--- config.mk ---
export PLATFORM = sky130hd
export DESIGN_NAME = processor_dp
export DESIGN_NICKNAME = d
export VERILOG_FILES = /design/src/rtl/processor_dp.sv
export SDC_FILE = /design/constraint.sdc
export NUM_CORES = 1
export LEC_CHECK = 0
export ABC_AREA = 0
export BUFFER_PORTS_ARGS = -buffer_cell sky130_fd_sc_hd__buf_4
export CAP_MARGIN = 20
export CELL_PAD_IN_SITES_DETAIL_PLACEMENT = 1
export CELL_PAD_IN_SITES_GLOBAL_PLACEMENT = 1
export CORE_UTILIZATION = 34
export CTS_CLUSTER_SIZE = 12
export DETAILED_ROUTE_END_ITERATION = 10
export GPL_ROUTABILITY_DRIVEN = 0
export PLACE_DENSITY = 0.54
export SYNTH_ARGS = -nofsm -noshare
export SYNTH_HDL_FRONTEND = slang
export SYNTH_SLANG_ARGS = --single-unit
--- constraint.sdc ---
create_clock -name clk_i -period 9.5 [get_ports clk_i]
set_input_delay 1.9 -clock clk_i [delete_from_list [all_inputs] [get_ports clk_i]]
set_output_delay 1.9 -clock clk_i [all_outputs]
set_load 0.02 [all_outputs]
--- src/rtl/processor_dp.sv ---
// rtl/processor_dp.sv - accumulator datapath: 32x8 RAM, IR, PC, A and status flags
// Optional sticky signed-overflow flag ovf_o is built only when DP_OVF_EN is defined.
module processor_dp (
  input  logic       clk_i,
  input  logic       rst_i,
  input  logic       ir_load_i,
  input  logic       pc_load_i,
  input  logic       jmp_mux_i,
  input  logic       mem_inst_i,
  input  logic       mem_wr_i,
  input  logic       a_load_i,
  input  logic       sub_i,
  input  logic [1:0] a_sel_i,
  input  logic       halt_i,
  input  logic [7:0] input_i,
  input  logic       ld_en_i,
  input  logic [4:0] ld_addr_i,
  input  logic [7:0] ld_data_i,
  output logic [2:0] ir_o,
  output logic       a_eq0_o,
  output logic       a_pos_o,
  output logic [7:0] output_o,
  output logic [4:0] pc_o
`ifdef DP_OVF_EN
  ,
  output logic       ovf_o
`endif
);

  logic [7:0] mem_q [32];
  logic [7:0] ir_q, ir_d;
  logic [4:0] pc_q, pc_d;
  logic [7:0] a_q, a_d;
  logic [4:0] mem_addr;
  logic [7:0] mem_data;
  logic [7:0] alu_res;
  logic       upd;

  assign upd      = ~halt_i;
  assign mem_addr = mem_inst_i ? ir_q[4:0] : pc_q;
  assign mem_data = mem_q[mem_addr];
  assign alu_res  = sub_i ? (a_q - mem_data) : (a_q + mem_data);

  always_comb begin
    ir_d = ir_q;
    pc_d = pc_q;
    a_d  = a_q;
    if (ir_load_i && upd) ir_d = mem_data;
    if (pc_load_i && upd) pc_d = jmp_mux_i ? ir_q[4:0] : pc_q + 5'd1;
    if (a_load_i && upd) begin
      case (a_sel_i)
        2'b00:   a_d = alu_res;
        2'b01:   a_d = input_i;
        2'b10:   a_d = mem_data;
        default: a_d = 8'h00;
      endcase
    end
  end

  always_ff @(posedge clk_i or posedge rst_i) begin
    if (rst_i) begin
      ir_q <= 8'h00;
      pc_q <= 5'd0;
      a_q  <= 8'h00;
    end else begin
      ir_q <= ir_d;
      pc_q <= pc_d;
      a_q  <= a_d;
    end
  end

  // RAM survives reset, but a load landing while reset is held is dropped
  always_ff @(posedge clk_i) begin
    if (!rst_i) begin
      if (ld_en_i) mem_q[ld_addr_i] <= ld_data_i;
      else if (mem_wr_i && upd) mem_q[mem_addr] <= a_q;
    end
  end

`ifdef DP_OVF_EN
  logic ovf_q, ovf_d, alu_ovf;

  assign alu_ovf = sub_i ? ((a_q[7] != mem_data[7]) && (alu_res[7] != a_q[7]))
                         : ((a_q[7] == mem_data[7]) && (alu_res[7] != a_q[7]));
  assign ovf_d   = ovf_q | (a_load_i && upd && (a_sel_i == 2'b00) && alu_ovf);

  always_ff @(posedge clk_i or posedge rst_i) begin
    if (rst_i) ovf_q <= 1'b0;
    else       ovf_q <= ovf_d;
  end

  assign ovf_o = ovf_q;
`endif

  assign ir_o     = ir_q[7:5];
  assign a_eq0_o  = (a_q == 8'h00);
  assign a_pos_o  = ~a_q[7] & ~a_eq0_o;
  assign output_o = a_q;
  assign pc_o     = pc_q;

endmodule

==> results.yml, run 1 <==
route:
  vias: 7453
  antenna_violating_nets_remaining: 0
  viasPerCell: 5.39
  drt_iter0_markers: 492
  route.detailed.drc: 15
  drt_pre_antenna_iters: 8
  wire_per_inst_um: 25.7
  total_length_of_routed_wires_um: 35500
floorplanning:
  core_region_area_um2: 35700
  chipHeight_um: 193
  die-width_um: 193
  rows: 69
  ios: 52
  initial_utilization: 0.346
  die-area_um2: 37100
timing:
  final_min_period_over_clock_period: 0.725
  min_period_ps: 6880
  slew_headroom: 0.252
  final_hold_violation_count: 0
  setup_viol: 0
  fin_skew_ps: 17.7
  timing_limited_maximum_frequency_ghz: 0.145
  holdWs_ps: 478
  setup_tns_ps: 0
  grt_setup_unrepaired: "false"
  slew_viol_final: 0
  slew_at_the_pin_with_the_worst_max_slew_slack_ps: 1120
hold_path:
  hp-class: "register to register"
layout:
  multi_input_area_um2: 3800
  nets: 943
  antenna_cells_inserted: 0
  fillers: 3681
  post-route-util: 0.398
  synthToLayoutAreaGrowth_pct: 14.9
  drive_gt1_frac: 0.192
  fin_area_um2: 14200
  area.sequential_um2: 8210
clock_network:
  ctsRootBufferMaster: "clkbuf_16"
  cts-buffers-inserted: 34
  cts.repair.resized: 0
  post_cts_buffers: 0
  clk_pin_slew_worst_paths_ps: 50
  clock_insertion_delay_worst_skew_ps: 530
  cts_max_level: 2
  clock-sinks: 277
  clock_tree.buffer_depth: 3
  hold_fix_buffer_count_after_cts: 0
  tritoncts: "done"
status:
  failed_checks: "design-rule violations"
  run_status: "finished, violations left"
critical_path:
  cp-start-kind: "primary input"
  crit_path_end_kind: "register"
  timing.critical_path.buf_inv: 4
  crit_path_cell_trace: "buf_4, mux2_2, buf_4, mux2_2, o22ai_1, nor4_1, o22ai_2, ha_1, inv_1, mux2i_1, inv_1, ha_1, nor2b_1, o21ai_0, a21boi_0, o21ai_0, a211o_1, xnor3_1, a32oi_1, o211ai_2"
  worst_path_max_delay_cell: "nor4_1"
  r2r_slack_ps: 3660
  worst-path-max-fanout: 66
  critical_path_required_ps: 9890
  setup.worst_path.class: "primary input to register"
  path_delay_family: "compound AO/OA/AOI/OAI gates"
  worstPathArrival_ps: 7270
  critical-path-max-stage-delay_ps: 760
synth:
  share_of_the_synthesized_area_in_the_top_cell_type: 0.623
  synth-seq-area-share: 0.665
  syn-instance-count: 850
  post-synth-top-area-cell: "edfxtp_1"
  synth.top_cells.by_area: "edfxtp_1 62%, mux4_2 5.3%, dfrtp_1 4.3%"
  flop_and_latch_count_out_of_synthesis: 277
  synth_cell_types: 64
  synthesis.area_per_instance_um2: 14.5
  synth.net_count: 894
  synth_async_sr_flop_share: 0.0758
  synth_top_flop_cell: "edfxtp_1"
  synth_area_um2: 12300
  synth_edf_count: 256
  synth-warning-count: 0
flow_run:
  maximum_capacitance_violations: 0
global_route:
  grt_pass1_vias: 7590
  grtUsageTotal: 0.196
  first_pass_grt_wire_length_um: 52100
  grt_antenna_before_repair: 0
  gr-total-overflow: 0
  grt_max_degree: 67
placement:
  io_buffer_count: 51
  place.detailed.hpwl_um: 23000
  instance_area_after_placement_um2: 13100
power_and_ir_drop:
  p_leak_nw: 4.78
  power.ir.vdd_worst_uv: 132
  p_per_area_nw_per_um2: 308
  totalPowerFinal_mw: 4.37
-- layout make-up --
cell class,instances,share of cell area
Clock inverter,18,0.0110
Timing Repair Buffer,61,0.0323
Multi-Input combinational cell,504,0.268
Clock buffer,40,0.0631
Sequential cell,277,0.579
Inverter,21,0.00556
Tap cell,461,0.0407
-- where the power goes --
part / internal [mW] / total (mW) / switching [mW]
registers: 1.40 / 1.48 / 0.0809
clock network: 0.730 / 1.24 / 0.510
logic: 0.640 / 1.65 / 1.01
-- cell families (layout without fill, tap and decap cells) --
kind of cell	count (synthesis)	in the layout	share of synthesized area
adder cells (fa/ha/maj)	10	10	0.0107
multiplexers	88	88	0.108
buffers and inverters	69	140	0.0279
XOR/XNOR	10	10	0.00821
flip-flops	277	277	0.665
AO/OA/AOI/OAI	165	165	0.0941
AND/OR/NAND/NOR	231	231	0.0859
-- cells in the mapped netlist, drive strengths merged (2+ instances only) --
cell and number:
a221o 2, or4 3, xnor2 5, buf 26, nand4 3, a221oi 2
a211o 4, mux2 29, ha 9, a21o 6, nor2b 5, dfrtp 21
o21ai 28, nand2b 31, nor2 72, nand2 72, inv 21, a32o 5
clkbuf 22, o221ai 3, a22oi 28, edfxtp 256, nand3 24, nor4 2
and2 3, a22o 2, o22ai 15, a32oi 9, xor2 4, a31oi 10
a21oi 29, nor3 10, o31ai 3, o211ai 8, mux4 32, a211oi 4
nor4b 2, mux2i 27
-- metal layers --
layer  global-route usage  vias to the layer above  routed length (um)
met1                0.279                     3857               17000
li1                     -                     3394                   -
met3               0.0276                       51                1280
met4               0.0509                        0                 712
met2                0.314                      151               16500
met5                    0                        -                   0
-- final timing paths --
kind / startpoint / end / depth (start not counted)
max: mem_inst_i / output_o[7] / 20
min: ir_q[7] / ir_q[7] / 2
max reg2reg: pc_o[1] / output_o[7] / 19
min reg2reg: ir_q[7] / ir_q[7] / 2
max in group asynchronous: rst_i / ir_q[0] / 2
min in group asynchronous: rst_i / output_o[7] / 2
-- placed cells by master, fill, tap and decap left out, types with 13 or more instances in the layout --
| cell | Yosys | layout |
|---|---|---|
| buf_4 | 6 | 61 |
| mux2i_1 | 27 | 25 |
| dfrtp_1 | 21 | 21 |
| o22ai_1 | 13 | 13 |
| inv_1 | 21 | 21 |
| clkbuf_16 | 0 | 35 |
| nand2b_1 | 31 | 31 |
| o21ai_0 | 28 | 28 |
| edfxtp_1 | 256 | 256 |
| a21oi_1 | 29 | 29 |
| mux4_2 | 29 | 29 |
| nand3_1 | 23 | 23 |
| nand2_1 | 72 | 72 |
| mux2_2 | 28 | 28 |
| nor2_1 | 72 | 72 |
| a22oi_1 | 26 | 26 |
-- metrics by stage --
step           setup slack [ps]  cells
2_1_floorplan              3860    850
3_3_place_gp               2250   1324
3_5_place_dp               2180   1324
4_1_cts                    2690   1382
5_1_grt                    2290   1382
6_report                   2620   1382
-- worst register-to-register path, delay by kind of cell (launching register included) --
kind | cells | cell delay [ps]
flops | 1 | 670
mux | 3 | 950
fa+ha+maj | 2 | 620
buf+inv | 3 | 820
simple gates | 2 | 880
xor+xnor | 1 | 250
compound gates | 8 | 1530
-- registers in the layout (all words and copies together), names as in the netlist --
signal and cells:
ir_q 8, output_o 8, pc_o 5, mem_q 256
Note: power is estimated with default switching activity, not from simulation.
==> inputs of run 2 (changes only) <==
==> constraint.sdc (replaced) <==
create_clock -name clk_i -period 6.8 [get_ports clk_i]
set_input_delay 1.36 -clock clk_i [delete_from_list [all_inputs] [get_ports clk_i]]
set_output_delay 1.36 -clock clk_i [all_outputs]
set_load 0.02 [all_outputs]
==> results.yml, run 2 (synthesized netlist as in run 1, its figures left out) <==
timing:
  final_critical_path_setup_slack_ps: 1090
  min_period_ps: 5710
  grt_setup_unrepaired: "false"
  setup_tns_ps: 0
  fin_skew_ps: 11.8
  setup_viol: 0
  timing_limited_maximum_frequency_ghz: 0.175
  final_hold_violation_count: 0
  final_min_period_over_clock_period: 0.840
  slew_headroom: 0.234
  slew_viol_final: 0
  slew_at_the_pin_with_the_worst_max_slew_slack_ps: 1140
route:
  drt_pre_antenna_iters: 8
  vias: 7560
  viasPerCell: 5.42
  antenna_violating_nets_remaining: 0
  wire_per_inst_um: 25.4
  drt_iter0_markers: 457
  total_length_of_routed_wires_um: 35500
  route.detailed.drc: 16
global_route:
  grtUsageMet3: 0.0296
  grt_util_met1: 0.268
  gr-total-overflow: 0
  grt_pass1_vias: 7650
  grt_antenna_before_repair: 0
  grt_max_degree: 37
  first_pass_grt_wire_length_um: 51400
  global_route_track_usage_on_met2: 0.309
  top_usage_layer: "met2"
  grtUsageTotal: 0.192
status:
  failed_checks: "design-rule violations"
  run_status: "finished, violations left"
layout:
  antenna_cells_inserted: 0
  synthToLayoutAreaGrowth_pct: 15.1
  nets: 958
  regMostFlops: "mem_q"
  fillers: 3646
  drive_gt1_frac: 0.202
  layout.cells.most_common: "edfxtp_1"
  area.sequential_um2: 8210
  largest_reg_flops: 256
  most-common-layout-cells: "256 x edfxtp_1, 76 x buf_4, 72 x nor2_1, 72 x nand2_1"
  multi_input_area_um2: 3800
power_and_ir_drop:
  p_per_area_nw_per_um2: 421
  p_leak_nw: 4.81
  power.ir.vdd_worst_uv: 183
critical_path:
  cp-start-kind: "primary input"
  r2r_cells: 19
  rr_startpoint: "pc_o[0]"
  worstPathArrival_ps: 6130
  critical_path_required_ps: 7220
  critical_path_origin: "mem_inst_i"
  setup.worst_path.class: "primary input to register"
  worst-path-max-fanout: 36
  r2r_slack_ps: 1640
  crit_path_end_kind: "register"
  crit-reg2reg-capture: "output_o[7]"
hold_path:
  hp-class: "register to register"
  worstHoldStart: "ir_q[5]"
  hold_path_depth: 2
  worst_hold_path.endpoint: "ir_q[5]"
clock_network:
  ctsRootBufferMaster: "clkbuf_16"
  post_cts_buffers: 0
  cts.repair.resized: 0
  hold_fix_buffer_count_after_cts: 0
  cts_max_level: 1
  clock_insertion_delay_worst_skew_ps: 550
  clock-sinks: 277
  cts-buffers-inserted: 31
  clk_pin_slew_worst_paths_ps: 60
  tritoncts: "done"
  clock_tree.buffer_depth: 3
floorplanning:
  core_region_area_um2: 35700
  chipHeight_um: 193
  die-area_um2: 37100
  ios: 52
  die-width_um: 193
  initial_utilization: 0.346
  rows: 69
placement:
  io_buffer_count: 51
  place.detailed.hpwl_um: 23700
  detailedPlace.worstSlack_ps: 585
flow_run:
  maximum_capacitance_violations: 0
[run 2: per-stage QoR]
| stage | cell area [um^2] | util | hold WS [ps] | power [mW] | cells |
|---|---|---|---|---|---|
| finish | 14200 | 0.398 | 497 | 5.98 | 1396 |
| global route | 14200 | 0.398 | 520 | 6.28 | 1396 |
| CTS | 14200 | 0.397 | 501 | 6.04 | 1394 |
| detailed placement | 13300 | 0.372 | 488 | 4.51 | 1340 |
| global placement | 13200 | 0.372 | 471 | 4.49 | 1338 |
| floorplan | 12300 | - | 451 | 3.68 | 850 |
[run 2: worst max path at each step]
stage,endpoint,slack [ps],depth (start not counted)
global placement,output_o[7],660,19
global route,output_o[7],820,19
CTS,output_o[7],1150,19
floorplan,output_o[7],1700,22
detailed placement,output_o[7],590,19
finish,output_o[7],1090,19
[run 2: layer usage]
layer	share of wire	vias up
met4	0.028	0
met2	0.46	172
met3	0.044	56
li1	-	3417
met5	0	-
met1	0.46	3915
[run 2: cell type report]
class | instances | area share
tap | 461 | 0.0406
clock buffer | 35 | 0.0557
timing repair buffer | 79 | 0.0443
sequential | 277 | 0.578
multi-input combinational | 504 | 0.268
inverter | 21 | 0.00555
clock inverter | 19 | 0.00801
[run 2: worst max-delay path: stages]
cell and delay [ps]:
buf_4 330, mux2_4 670, mux4_2 580, a22oi_1 310, o211ai_1 270, o22ai_2 270, ha_1 170, inv_1 30
mux2i_1 200, inv_1 70, ha_1 260, nor2b_1 120, o21ai_0 240, a21boi_0 170, o21ai_0 260, a211o_1 180
xnor3_1 240, a32oi_1 260, o211ai_2 110
[run 2: where the power goes]
part	switching (mW)	internal (mW)	leakage (nW)	total, mW
registers	0.105	1.95	2.55	2.06
logic	1.44	0.956	1.81	2.40
clock network	0.666	0.862	0.445	1.53
total	2.21	3.77	4.81	5.98
